==> config.mk <==
export PLATFORM = sky130hd
export DESIGN_NAME = fix_mult_seq
export DESIGN_NICKNAME = d
export VERILOG_FILES = /design/src/rtl/fix_pkg.sv /design/src/rtl/fix_mult_seq.sv
export SDC_FILE = /design/constraint.sdc
export NUM_CORES = 1
export LEC_CHECK = 0
export BUFFER_PORTS_ARGS = -buffer_cell sky130_fd_sc_hd__buf_2
export CORE_MARGIN = 2
export CORE_UTILIZATION = 60
export DETAILED_ROUTE_END_ITERATION = 10
export GPL_ROUTABILITY_DRIVEN = 0
export PLACE_DENSITY_LB_ADDON = 0.15
export SLEW_MARGIN = 20
export SYNTH_ARGS = -nofsm -noshare
export SYNTH_HDL_FRONTEND = slang
export SYNTH_SLANG_ARGS = --single-unit
==> constraint.sdc <==
create_clock -name clk -period 13.5 [get_ports clk]
set_clock_uncertainty 0.1 [all_clocks]
set_input_delay 2.7 -clock clk [delete_from_list [all_inputs] [get_ports clk]]
set_output_delay 2.7 -clock clk [all_outputs]
set_load 0.02 [all_outputs]
==> src/rtl/fix_pkg.sv <==
// fix_pkg: shared fixed-point constants and multiplier FSM states.
// Used by fix_mult_seq and by the fix_adder-side blocks.
package fix_pkg;

   localparam int FIX_Q = 8;
   localparam int FIX_N = 16;

   typedef enum logic [1:0] {
      IDLE = 2'd0,
      BUSY = 2'd1,
      DONE = 2'd2
   } fix_state_t;

endpackage

==> src/rtl/fix_mult_seq.sv <==
// fix_mult_seq: sequential sign-magnitude Q-format multiplier.
// Shift-add over N-1 cycles, truncating, saturating output.
module fix_mult_seq
   import fix_pkg::*;
#(
   parameter int Q = FIX_Q,
   parameter int N = FIX_N
) (
   input  logic         clk,
   input  logic         rst_n,
   input  logic         in_valid,
   output logic         in_ready,
   input  logic [N-1:0] a,
   input  logic [N-1:0] b,
   output logic         out_valid,
   input  logic         out_ready,
   output logic [N-1:0] p,
   output logic         ovf
);

   localparam int AW = 2 * (N - 1);
   localparam int CW = $clog2(N);

   fix_state_t    r_state;
   fix_state_t    w_state_nxt;
   logic          r_sign;
   logic [N-2:0]  r_mag_a;
   logic [N-2:0]  r_mag_b;
   logic [AW-1:0] r_acc;
   logic [CW-1:0] r_cnt;
   logic [N-1:0]  r_p;
   logic          r_ovf;

   logic          w_take;
   logic          w_last;
   logic [AW-1:0] w_addend;
   logic [AW-1:0] w_acc_nxt;
   logic [AW-1:0] w_shr;
   logic          w_ovf;
   logic [N-2:0]  w_mag;
   logic [N-1:0]  w_p_nxt;

   assign in_ready  = (r_state == IDLE);
   assign out_valid = (r_state == DONE);
   assign p         = r_p;
   assign ovf       = r_ovf;

   assign w_take = in_valid && (r_state == IDLE);
   assign w_last = (r_state == BUSY) && (r_cnt == CW'(N - 2));

   // Partial product for the current multiplier bit, and the final scaling
   assign w_addend  = r_mag_b[r_cnt]
                    ? ({{(N-1){1'b0}}, r_mag_a} << r_cnt)
                    : '0;
   assign w_acc_nxt = r_acc + w_addend;
   assign w_shr     = w_acc_nxt >> Q;
   assign w_ovf     = |w_shr[AW-1:N-1];
   assign w_mag     = w_ovf ? '1 : w_shr[N-2:0];
   assign w_p_nxt   = {r_sign && (w_mag != '0), w_mag};

   // State register
   always_ff @(posedge clk or negedge rst_n) begin
      if (!rst_n) begin
         r_state <= IDLE;
      end else begin
         r_state <= w_state_nxt;
      end
   end

   // Next-state logic
   always_comb begin
      w_state_nxt = r_state;
      unique case (r_state)
         IDLE: if (in_valid) w_state_nxt = BUSY;
         BUSY: if (w_last) w_state_nxt = DONE;
         DONE: if (out_ready) w_state_nxt = IDLE;
         default: w_state_nxt = IDLE;
      endcase
   end

   // Operand capture, shift-add accumulation and result register
   always_ff @(posedge clk or negedge rst_n) begin
      if (!rst_n) begin
         r_sign  <= 1'b0;
         r_mag_a <= '0;
         r_mag_b <= '0;
         r_acc   <= '0;
         r_cnt   <= '0;
         r_p     <= '0;
         r_ovf   <= 1'b0;
      end else if (w_take) begin
         r_sign  <= a[N-1] ^ b[N-1];
         r_mag_a <= a[N-2:0];
         r_mag_b <= b[N-2:0];
         r_acc   <= '0;
         r_cnt   <= '0;
      end else if (r_state == BUSY) begin
         r_acc <= w_acc_nxt;
         r_cnt <= r_cnt + 1'b1;
         if (w_last) begin
            r_p   <= w_p_nxt;
            r_ovf <= w_ovf;
         end
      end
   end

endmodule

==> flow_summary.toml <==
[outcome]
status = "completed"

[global_route]
grt_pass1_vias = 4816
grt_max_degree = 85
antenna_found_initial = 0
grt.total_usage = 0.277
grt_pass1_wl_um = 23000
gr-total-overflow = 0

[worst_hold_path]
min-delay-start = "r_mag_b[2]$_DFFE_PN0P_"
whs_path_depth = 2
hp-class = "reg -> reg"

[power]
ir_drop_uv = 128
p_leak_nw = 2.90
switching_power_mw = 0.870
p_per_area_nw_per_um2 = 273
p_seq_frac = 0.258
pwr-share-clk = 0.121
p_int_mw = 0.866
power_frac_comb = 0.622
swShare = 0.501

[routing]
drt_iter0_drc = 249
drtAntennaViolNets = 0
wire_per_inst_um = 15.7
finalWirelength_um = 13800
vias = 5186
detail_route.first_pass.iterations = 5
drc_errors = 0
vias_per_cell = 5.90

[synthesis]
syn_area_per_cell_um2 = 8.11
synth.area.top_cells = "dfrtp_1 36%, nand2_1 9.0%, ha_1 6.7%, nor2_1 4.8%, o21ai_0 4.5%"
syn_inst = 719
synth_seq_cells = 84
synth_top_area_share = 0.361
synth.yosys.seq_area_share = 0.361
synth_nets = 787
yosysTopAreaCell = "dfrtp_1"
synth.cell_area_um2 = 5830
synthDistinctLibCells = 60
synth_edf_count = 0
synth_ff_type = "dfrtp_1"
ys_warn_count = 0
async_reset_ff_frac = 1.00

[timing]
setup_viol = 0
max_slew_margin = 0.370
hold_viol_final = 0
setup_tns_ns = 0
fin_crit_sh = 0.433
fin_crit_ns = 5.84
rsz0062_at_grt = "false"
max_freq_mhz = 171
tightest_slew_ns = 0.945
drv_slew = 0
fin_ws_ns = 7.66

[layout]
num-fill-cells = 823
syn2layout_area_growth_pct = 9.10
antenna_cells = 0
final_net_count = 813
seq_area_um2 = 2100
multi_input_area_um2 = 3520
fin_util = 0.682
final_area_um2 = 6360
final_layout_size_suffix_gt1_frac = 0.135

[clocking]
cts.path.max_buffers = 2
ctsResizeCount = 0
cts_sinks = 84
clkLatencyLatePin_ns = 0.37
cts_max_level = 3
cts.clk_slew.worst_paths_ns = 0.09
cts_root_buf = "clkbuf_8"
cts_hold_buf = 0
cts_setup_buffers = 0
cts_tree = "done"
cts_made_buffers = 9

[placement]
port_buffers = 54
pre_cts_ws_ns = 7.81
dp_hpwl_um = 10200
dpl-instance-area_um2 = 6120

[die]
coreArea_um2 = 9330
die_area_um2 = 10500
start_util = 0.625
die_y_um = 103
fp.dieW_um = 103
rows = 35
io_pins = 55

[worst_setup_path]
reg2reg_depth = 15
path_cells = "inv_1, a311o_1, o211ai_1, and2_1, a211oi_1, ha_1, nand4_1, nor3_1, o211ai_1, nand4b_1, nand4_2, mux2i_1, nand3b_1, nor4_4, a31oi_1"
worst_setup_path_start_kind = "register"
slowest_delay_ns = 0.91
path_class = "reg -> reg"
endpoint_kind = "register"
r2r-start = "r_cnt[2]$_DFFE_PN0P_"
slowest_stage = "dfrtp_1"
cp.required_ns = 13.60
crit_path_frequent_cell = "o211ai_1"
startpoint = "r_cnt[2]$_DFFE_PN0P_"
worst_ep_arrival_time_ns = 5.94
critical_path.max_fanout = 26

[flow_run]
drv_cap = 0
## cell usage in the layout (no fill, tap or decap), drive strengths merged, types with 7 or more instances in the layout
cell type	count
nand2	140
dfrtp	84
nor2	74
buf	58
o21ai	53
a21oi	50
nand3	40
ha	31
a31oi	20
mux2i	18
nor2b	16
xor2	16
a211oi	12
clkbuf	11
inv	10
a21o	10
xnor2	10
nand4	10
nor3	9
mux2	7
and2	7
## per-layer routing
metal	global-route usage	routed length [µm]	share of wire
met5	0	0	0
met4	0.0769	300	0.022
met3	0.0481	842	0.061
met2	0.453	6410	0.46
met1	0.383	6240	0.45
## synth_stat cells (5+ instances only)
| library cell | number |
|---|---|
| mux2_2 | 7 |
| mux2i_1 | 18 |
| dfrtp_1 | 84 |
| nand2_1 | 140 |
| nor2_1 | 74 |
| a211oi_1 | 11 |
| and2_1 | 7 |
| nand3_1 | 40 |
| clkbuf_1 | 34 |
| o211ai_1 | 5 |
| nor3_1 | 9 |
| a21oi_1 | 46 |
| nand4_1 | 9 |
| xnor2_1 | 10 |
| a21o_1 | 10 |
| a31oi_1 | 20 |
| buf_2 | 5 |
| ha_1 | 31 |
| xor2_1 | 16 |
| nor2b_1 | 16 |
| inv_1 | 10 |
| o21ai_0 | 52 |
## kinds of logic after synthesis
logic type	count (synthesis)	share of synthesized area
adder cells (fa/ha/maj)	32	0.0700
buffers and inverters	53	0.0378
flip-flops	84	0.361
AND/OR/NAND/NOR	322	0.249
AO/OA/AOI/OAI	173	0.184
multiplexers	29	0.0599
XOR/XNOR	26	0.0391
## power groups by stage
| stage | sequential, mW | clock, mW | combinational (mW) |
|---|---|---|---|
| final | 0.447 | 0.209 | 1.08 |
| after global routing | 0.461 | 0.223 | 1.20 |
| after CTS | 0.446 | 0.212 | 1.06 |
| after detailed placement | 0.450 | 0 | 1.06 |
| after global placement | 0.446 | 0 | 1.03 |
| after floorplan | 0.399 | 0 | 0.876 |
## final cells by class
type | instances | area share
well taps | 129 | 0.0254
clock inverters | 5 | 0.0132
inverters | 10 | 0.00590
clock buffers | 11 | 0.0238
repair buffers | 58 | 0.0482
multi-input cells | 582 | 0.553
flip-flops and latches | 84 | 0.331
## sequential cells by signal (all words and copies together) (netlist names)
register and count:
r_acc 30, p 16, r_mag_a 15, r_mag_b 15
r_cnt 4, r_state 2, ovf 1, r_sign 1
## final timing paths
check	to	slack, ns
worst max register to register	p[7]$_DFFE_PN0P_	7.66
max in group asynchronous	r_acc[23]$_DFFE_PN0P_	10.52
worst min register to register	r_mag_b[2]$_DFFE_PN0P_	0.38
worst min-delay path	r_mag_b[2]$_DFFE_PN0P_	0.38
worst max-delay path	p[7]$_DFFE_PN0P_	7.66
min in group asynchronous	p[2]$_DFFE_PN0P_	2.27
## through the flow
stage / cells / power (mW) / hold slack (ns)
global route: 879 / 1.89 / 0.421
global placement: 863 / 1.47 / 0.358
CTS: 879 / 1.72 / 0.386
finish: 879 / 1.74 / 0.382
detailed placement: 863 / 1.51 / 0.363
floorplan: 719 / 1.28 / 0.340
## critical path, delay by kind of cell (launching register included)
family	cells	cell delay, ns
buffers and inverters	1	0.42
AO/OA/AOI/OAI	5	1.14
flip-flops	1	0.91
adder cells (fa/ha/maj)	1	0.52
AND/OR/NAND/NOR	7	2.37
multiplexers	1	0.19
No activity file was read; power rests on OpenSTA's default activity.
